--- config.mk ---
export PLATFORM = sky130hd
export DESIGN_NAME = mem_port_arbiter_flat
export DESIGN_NICKNAME = d
export VERILOG_FILES = /design/src/rtl/mem_port_arbiter_pkg.sv /design/src/rtl/mem_port_arbiter_if.sv /design/src/rtl/mem_port_arbiter_pick.sv /design/src/rtl/mem_port_arbiter.sv /design/src/flat_wrapper.sv
export SDC_FILE = /design/constraint.sdc
export NUM_CORES = 1
export LEC_CHECK = 0
export CAP_MARGIN = 20
export CORE_MARGIN = 2
export CORE_UTILIZATION = 44
export CTS_BUF_LIST = sky130_fd_sc_hd__clkbuf_4 sky130_fd_sc_hd__clkbuf_8
export DETAILED_ROUTE_END_ITERATION = 8
export GPL_ROUTABILITY_DRIVEN = 0
export PLACE_DENSITY = 0.88
export SLEW_MARGIN = 20
export SYNTH_ARGS = -nofsm -noshare
export SYNTH_HDL_FRONTEND = slang
export SYNTH_SLANG_ARGS = --single-unit
--- constraint.sdc ---
create_clock -name i_clk -period 2.5 [get_ports i_clk]
set_input_delay 0.5 -clock i_clk [delete_from_list [all_inputs] [get_ports i_clk]]
set_output_delay 0.5 -clock i_clk [all_outputs]
set_load 0.03 [all_outputs]
--- src/rtl/mem_port_arbiter_pkg.sv ---
// rtl/mem_port_arbiter_pkg.sv - shared types and helpers for the memory port arbiter
package mem_arb_pkg;

    typedef enum logic [1:0] {
        ARB_IDLE,
        ARB_REQ,
        ARB_WAIT
    } arb_state_e;

    localparam logic OWNER_IF = 1'b0;
    localparam logic OWNER_LS = 1'b1;

    function automatic logic [3:0] streak_inc(input logic [3:0] cur, input logic [3:0] lim);
        return (cur >= lim) ? lim : cur + 4'd1;
    endfunction

endpackage

--- src/rtl/mem_port_arbiter_if.sv ---
// rtl/mem_port_arbiter_if.sv - requester and memory side signals of the arbiter
interface mem_port_arbiter_if #(
    parameter int AW = 32,
    parameter int DW = 32
);
    logic            i_if_req;
    logic [AW-1:0]   i_if_addr;
    logic            o_if_gnt;
    logic            o_if_rvalid;
    logic [DW-1:0]   o_if_rdata;

    logic            i_ls_req;
    logic            i_ls_we;
    logic [AW-1:0]   i_ls_addr;
    logic [DW-1:0]   i_ls_wdata;
    logic [DW/8-1:0] i_ls_bmask;
    logic            o_ls_gnt;
    logic            o_ls_rvalid;
    logic [DW-1:0]   o_ls_rdata;

    logic            o_mem_req;
    logic            o_mem_we;
    logic [AW-1:0]   o_mem_addr;
    logic [DW-1:0]   o_mem_wdata;
    logic [DW/8-1:0] o_mem_bmask;
    logic            i_mem_ready;
    logic            i_mem_rvalid;
    logic [DW-1:0]   i_mem_rdata;

    // Arbiter view
    modport slave (
        input  i_if_req, i_if_addr,
        output o_if_gnt, o_if_rvalid, o_if_rdata,
        input  i_ls_req, i_ls_we, i_ls_addr, i_ls_wdata, i_ls_bmask,
        output o_ls_gnt, o_ls_rvalid, o_ls_rdata,
        output o_mem_req, o_mem_we, o_mem_addr, o_mem_wdata, o_mem_bmask,
        input  i_mem_ready, i_mem_rvalid, i_mem_rdata
    );

    // Core/memory environment view
    modport master (
        output i_if_req, i_if_addr,
        input  o_if_gnt, o_if_rvalid, o_if_rdata,
        output i_ls_req, i_ls_we, i_ls_addr, i_ls_wdata, i_ls_bmask,
        input  o_ls_gnt, o_ls_rvalid, o_ls_rdata,
        input  o_mem_req, o_mem_we, o_mem_addr, o_mem_wdata, o_mem_bmask,
        output i_mem_ready, i_mem_rvalid, i_mem_rdata
    );
endinterface

--- src/rtl/mem_port_arbiter_pick.sv ---
// rtl/mem_port_arbiter_pick.sv - LS-priority pick rule with an IF anti-starvation streak limit
module mem_arb_pick
    import mem_arb_pkg::*;
#(
    parameter int MAX_STREAK = 4
) (
    input  logic i_clk,
    input  logic i_reset,
    input  logic i_if_req,
    input  logic i_ls_req,
    input  logic i_fire,
    output logic o_pick_ls
);
    localparam logic [3:0] STREAK_LIM = 4'(MAX_STREAK);

    logic [3:0] streak;

    assign o_pick_ls = i_ls_req & (~i_if_req | (streak < STREAK_LIM));

    // Streak only counts LS wins that actually made IF wait
    always_ff @(posedge i_clk or negedge i_reset) begin
        if (!i_reset) begin
            streak <= 4'd0;
        end else if (i_fire) begin
            if (o_pick_ls && i_if_req) begin
                streak <= streak_inc(streak, STREAK_LIM);
            end else begin
                streak <= 4'd0;
            end
        end
    end

endmodule

--- src/rtl/mem_port_arbiter.sv ---
// rtl/mem_port_arbiter.sv - shares one memory port between IF and LS, one transaction in flight
module mem_port_arbiter
    import mem_arb_pkg::*;
#(
    parameter int AW         = 32,
    parameter int DW         = 32,
    parameter int MAX_STREAK = 4
) (
    input  logic              i_clk,
    input  logic              i_reset,
    mem_port_arbiter_if.slave bus,
    output logic              o_err
);
    arb_state_e      state;
    logic            owner;
    logic            mem_req_q;
    logic            we_q;
    logic [AW-1:0]   addr_q;
    logic [DW-1:0]   wdata_q;
    logic [DW/8-1:0] bmask_q;
    logic            if_rvalid_q;
    logic            ls_rvalid_q;
    logic [DW-1:0]   if_rdata_q;
    logic [DW-1:0]   ls_rdata_q;
    logic            err_q;
    logic            any_req;
    logic            fire;
    logic            pick_ls;

    assign any_req = bus.i_if_req | bus.i_ls_req;
    assign fire    = (state == ARB_IDLE) & any_req;

    mem_arb_pick #(.MAX_STREAK(MAX_STREAK)) u_pick (
        .i_clk     (i_clk),
        .i_reset   (i_reset),
        .i_if_req  (bus.i_if_req),
        .i_ls_req  (bus.i_ls_req),
        .i_fire    (fire),
        .o_pick_ls (pick_ls)
    );

    assign bus.o_ls_gnt    = fire & pick_ls;
    assign bus.o_if_gnt    = fire & ~pick_ls;
    assign bus.o_mem_req   = mem_req_q;
    assign bus.o_mem_we    = we_q;
    assign bus.o_mem_addr  = addr_q;
    assign bus.o_mem_wdata = wdata_q;
    assign bus.o_mem_bmask = bmask_q;
    assign bus.o_if_rvalid = if_rvalid_q;
    assign bus.o_if_rdata  = if_rdata_q;
    assign bus.o_ls_rvalid = ls_rvalid_q;
    assign bus.o_ls_rdata  = ls_rdata_q;
    assign o_err           = err_q;

    always_ff @(posedge i_clk or negedge i_reset) begin
        if (!i_reset) begin
            state       <= ARB_IDLE;
            owner       <= OWNER_IF;
            mem_req_q   <= 1'b0;
            we_q        <= 1'b0;
            addr_q      <= '0;
            wdata_q     <= '0;
            bmask_q     <= '0;
            if_rvalid_q <= 1'b0;
            ls_rvalid_q <= 1'b0;
            if_rdata_q  <= '0;
            ls_rdata_q  <= '0;
            err_q       <= 1'b0;
        end else begin
            if_rvalid_q <= 1'b0;
            ls_rvalid_q <= 1'b0;
            if_rdata_q  <= '0;
            ls_rdata_q  <= '0;
            // A response is only legal once the request has been accepted
            if (bus.i_mem_rvalid && state != ARB_WAIT) begin
                err_q <= 1'b1;
            end
            case (state)
                ARB_IDLE: begin
                    if (any_req) begin
                        state     <= ARB_REQ;
                        mem_req_q <= 1'b1;
                        if (pick_ls) begin
                            owner   <= OWNER_LS;
                            we_q    <= bus.i_ls_we;
                            addr_q  <= bus.i_ls_addr;
                            wdata_q <= bus.i_ls_wdata;
                            bmask_q <= bus.i_ls_we ? bus.i_ls_bmask : '1;
                        end else begin
                            owner   <= OWNER_IF;
                            we_q    <= 1'b0;
                            addr_q  <= bus.i_if_addr;
                            wdata_q <= '0;
                            bmask_q <= '1;
                        end
                    end
                end
                ARB_REQ: begin
                    if (bus.i_mem_ready) begin
                        state     <= ARB_WAIT;
                        mem_req_q <= 1'b0;
                    end
                end
                ARB_WAIT: begin
                    if (bus.i_mem_rvalid) begin
                        state <= ARB_IDLE;
                        if (owner == OWNER_LS) begin
                            ls_rvalid_q <= 1'b1;
                            ls_rdata_q  <= we_q ? '0 : bus.i_mem_rdata;
                        end else begin
                            if_rvalid_q <= 1'b1;
                            if_rdata_q  <= bus.i_mem_rdata;
                        end
                    end
                end
                default: state <= ARB_IDLE;
            endcase
        end
    end

endmodule

--- src/flat_wrapper.sv ---
// flat-port wrapper written by rule: the top's interface ports become plain ports
module mem_port_arbiter_flat import mem_arb_pkg::*;
#(
    parameter int AW         = 32,
    parameter int DW         = 32,
    parameter int MAX_STREAK = 4
)
  (i_clk, i_reset, o_err, bus_i_if_req, bus_i_if_addr, bus_o_if_gnt, bus_o_if_rvalid, bus_o_if_rdata, bus_i_ls_req, bus_i_ls_we, bus_i_ls_addr, bus_i_ls_wdata, bus_i_ls_bmask, bus_o_ls_gnt, bus_o_ls_rvalid, bus_o_ls_rdata, bus_o_mem_req, bus_o_mem_we, bus_o_mem_addr, bus_o_mem_wdata, bus_o_mem_bmask, bus_i_mem_ready, bus_i_mem_rvalid, bus_i_mem_rdata);
  mem_port_arbiter_if #(.AW(AW), .DW(DW)) bus_i ();
  input  logic i_clk;
  input  logic i_reset;
  output logic o_err;
  input wire logic [$bits(bus_i.i_if_req)-1:0] bus_i_if_req;
  input wire logic [$bits(bus_i.i_if_addr)-1:0] bus_i_if_addr;
  output wire logic [$bits(bus_i.o_if_gnt)-1:0] bus_o_if_gnt;
  output wire logic [$bits(bus_i.o_if_rvalid)-1:0] bus_o_if_rvalid;
  output wire logic [$bits(bus_i.o_if_rdata)-1:0] bus_o_if_rdata;
  input wire logic [$bits(bus_i.i_ls_req)-1:0] bus_i_ls_req;
  input wire logic [$bits(bus_i.i_ls_we)-1:0] bus_i_ls_we;
  input wire logic [$bits(bus_i.i_ls_addr)-1:0] bus_i_ls_addr;
  input wire logic [$bits(bus_i.i_ls_wdata)-1:0] bus_i_ls_wdata;
  input wire logic [$bits(bus_i.i_ls_bmask)-1:0] bus_i_ls_bmask;
  output wire logic [$bits(bus_i.o_ls_gnt)-1:0] bus_o_ls_gnt;
  output wire logic [$bits(bus_i.o_ls_rvalid)-1:0] bus_o_ls_rvalid;
  output wire logic [$bits(bus_i.o_ls_rdata)-1:0] bus_o_ls_rdata;
  output wire logic [$bits(bus_i.o_mem_req)-1:0] bus_o_mem_req;
  output wire logic [$bits(bus_i.o_mem_we)-1:0] bus_o_mem_we;
  output wire logic [$bits(bus_i.o_mem_addr)-1:0] bus_o_mem_addr;
  output wire logic [$bits(bus_i.o_mem_wdata)-1:0] bus_o_mem_wdata;
  output wire logic [$bits(bus_i.o_mem_bmask)-1:0] bus_o_mem_bmask;
  input wire logic [$bits(bus_i.i_mem_ready)-1:0] bus_i_mem_ready;
  input wire logic [$bits(bus_i.i_mem_rvalid)-1:0] bus_i_mem_rvalid;
  input wire logic [$bits(bus_i.i_mem_rdata)-1:0] bus_i_mem_rdata;
  assign bus_i.i_if_req = bus_i_if_req;
  assign bus_i.i_if_addr = bus_i_if_addr;
  assign bus_o_if_gnt = bus_i.o_if_gnt;
  assign bus_o_if_rvalid = bus_i.o_if_rvalid;
  assign bus_o_if_rdata = bus_i.o_if_rdata;
  assign bus_i.i_ls_req = bus_i_ls_req;
  assign bus_i.i_ls_we = bus_i_ls_we;
  assign bus_i.i_ls_addr = bus_i_ls_addr;
  assign bus_i.i_ls_wdata = bus_i_ls_wdata;
  assign bus_i.i_ls_bmask = bus_i_ls_bmask;
  assign bus_o_ls_gnt = bus_i.o_ls_gnt;
  assign bus_o_ls_rvalid = bus_i.o_ls_rvalid;
  assign bus_o_ls_rdata = bus_i.o_ls_rdata;
  assign bus_o_mem_req = bus_i.o_mem_req;
  assign bus_o_mem_we = bus_i.o_mem_we;
  assign bus_o_mem_addr = bus_i.o_mem_addr;
  assign bus_o_mem_wdata = bus_i.o_mem_wdata;
  assign bus_o_mem_bmask = bus_i.o_mem_bmask;
  assign bus_i.i_mem_ready = bus_i_mem_ready;
  assign bus_i.i_mem_rvalid = bus_i_mem_rvalid;
  assign bus_i.i_mem_rdata = bus_i_mem_rdata;
  mem_port_arbiter #(.AW(AW), .DW(DW), .MAX_STREAK(MAX_STREAK)) u_core (.i_clk(i_clk), .i_reset(i_reset), .bus(bus_i), .o_err(o_err));
endmodule
==> results.toml <==
[status]
outcome = "finished clean"

[final_layout]
final_cell_mix = "clkdlybuf4s50_1, dfrtp_1, and2_1"
multiInputGateArea_um2 = 1570
syn2layout_area_growth_pct = 63.5
seq_area_um2 = 3600
fillerInstances = 774
insertedDiodeCount = 0
drive_gt1_share_pct = 8.38
finalNonFillerCells = 815
final_common_cell = "clkdlybuf4s50_1"
final_nets = 795

[cts]
post_cts_buffers = 0
cts_made_buffers = 17
cts.sinks = 144
cts_repair_resize_count = 1
path_clk_slew_ps = 80
htree_levels = 4
cts_tree = "built"
hold_buffers = 0
clock_path_buffers = 2
clkLatencyLatePin_ps = 440
root_buffer = "clkbuf_8"

[power_and_ir_drop]
p_leak_nw = 3.94
power.total_mw = 9.20
ir_worst_vdd_uv = 482
p_per_area_nw_per_um2 = 1060

[critical_path]
crit_fanout = 18
cp_cell_sequence = "nor2_2, and3_2, buf_4"
worst-setup-path-type = "reg -> out"
cp-end-kind = "primary output"
reg2regPathDepth = 5
worstSetupStartpointType = "flip-flop"
reg2reg_setup_slack_ps = 560
max_stage_delay_ps = 530
rr_endpoint = "u_core.bus.o_mem_addr[30]"
reg2reg_from = "u_core.state[0]"
crit_arrival_ps = 1880
crit_required_ps = 2000
critPathSlowestCell = "and3_2"

[floorplan]
die-area_um2 = 13000
ios = 278
core-area_um2 = 11900
die_h_um = 114
num_rows = 40
die_x_um = 114
initial_core_util_pct = 44.6

[route]
wl_mm = 16.2
antenna_left = 0
drt_iter0_drc = 331
wl_per_cell_um = 19.9
vias_per_cell = 5.29
drcViolationCount = 0
num_vias = 4313
first_pass_iters = 4

[placement]
dp.cells = 783
portBuffers = 277
dpl.hpwl_mm = 11.5

[global_route]
antenna_found_initial = 0
grt_pass1_vias = 4609
grt_overflow_total = 0
grt_pass1_wl_mm = 24.8
track_usage_pct = 25.1
grt_start_max_net_pins = 82

[timing]
maxSlewViolCount = 0
fin_crit_ps = 2380
fin_crit_sh_pct = 95.2
hold_viol = 0
max-slew-margin-rel_pct = 50.1
max_freq_mhz = 420
setup_viol = 0
tns_ps = 0
skew_ps = 19.2
rsz0062_at_grt = "false"
worstMarginPinSlew_ps = 748

[synth]
netlist_area_um2 = 5320
ys_seq_elements = 144
synth_top_family_by_area = "simple AND/OR/NAND/NOR gates"
synth-seq-area-share_pct = 67.8
synth_area_leaders = "dfrtp_1, and2_1, a221o_1, and4b_1, a22o_1"
synth_compound_area_share_pct = 13.1
ys_warn_count = 0
synth_area_leader_cell = "dfrtp_1"
syn_area_per_cell_um2 = 14.2
synthAdderAreaFrac_pct = 0.235
synth_cell_types = 25
syn_nets = 514
synthMuxAreaShare_pct = 0
yosys.area.top_type_share_pct = 67.8
synthCells = 374
synth-simple-area-share_pct = 15.7
synthXorXnorAreaFrac_pct = 0

[worst_hold_path]
hp-class = "in -> async"

[run]
drv_cap = 0
==> power breakdown <==
part	internal (mW)	leakage [nW]	switching, mW
clock	0.957	0.209	0.875
sequential	2.94	1.89	0.383
combinational	1.80	1.85	2.24
==> registers in the layout, summed over array words and instances, names as in the netlist, 2 cells and up <==
register	cells
u_core.bus.o_if_rdata	32
u_core.bus.o_ls_rdata	32
u_core.bus.o_mem_addr	32
u_core.bus.o_mem_wdata	32
u_core.bus.o_mem_bmask	4
u_core.u_pick.streak	4
u_core.state	2
==> final cells by class <==
type	instances	area share, %
flip-flops and latches	144	41.5
clock buffers	21	3.11
inverters	4	0.173
multi-input cells	195	18.1
repair buffers	293	33.5
well taps	147	2.12
clock inverters	11	1.51
==> cells by family (layout without fill, tap and decap cells) <==
kind of cell / Yosys count / after routing
AOI/OAI and AO/OA: 79 / 79
adders and majority gates: 1 / 1
DFF: 144 / 144
and+or+nand+nor: 115 / 115
buffers and inverters: 35 / 329
==> Yosys cell counts (all sizes together) <==
cell / n
dfrtp: 144
and2: 65
a221o: 32
a22o: 32
and4b: 32
clkbuf: 17
buf: 14
o21ai: 8
inv: 4
nand2: 4
nand4: 4
o22a: 4
nor2: 3
a21o: 2
nand2b: 2
nor3b: 2
and3: 1
ha: 1
nand3b: 1
nor3: 1
o21a: 1
==> worst max-delay path, delay by kind of cell (launching register included) <==
family        cells  cell delay (ps)
flops             1              420
simple gates      2              790
buf+inv           1              250
==> worst max path at each step <==
stage                               start            to  slack (ps)  depth (start not counted)
after floorplan              bus_i_if_req  bus_o_if_gnt         570                          4
after global placement       bus_i_ls_req  bus_o_if_gnt         140                          4
after detailed placement     bus_i_ls_req  bus_o_if_gnt         130                          4
after CTS                 u_core.state[0]  bus_o_ls_gnt          60                          3
after global routing      u_core.state[0]  bus_o_ls_gnt          10                          3
final                     u_core.state[0]  bus_o_ls_gnt         120                          3
==> per-layer routing <==
metal  GRT usage, %  part of all wire, %  wire [µm]
met1           27.5                   36       5890
met3           12.4                   12       1900
met5              0                    0          0
met2           42.4                   50       8100
met4           8.94                  1.9        305
==> per-stage QoR <==
stage / hold slack [ps] / setup slack, ps / util, % / area [µm²]
2_1_floorplan: 204 / 565 / - / 5320
3_3_place_gp: 443 / 137 / 69.6 / 8290
3_5_place_dp: 462 / 133 / 69.6 / 8290
4_1_cts: 100 / 56.5 / 73.0 / 8690
5_1_grt: 131 / 9.52 / 73.0 / 8690
6_report: 97.3 / 119 / 73.0 / 8690
(Power assumes the default switching activity.)
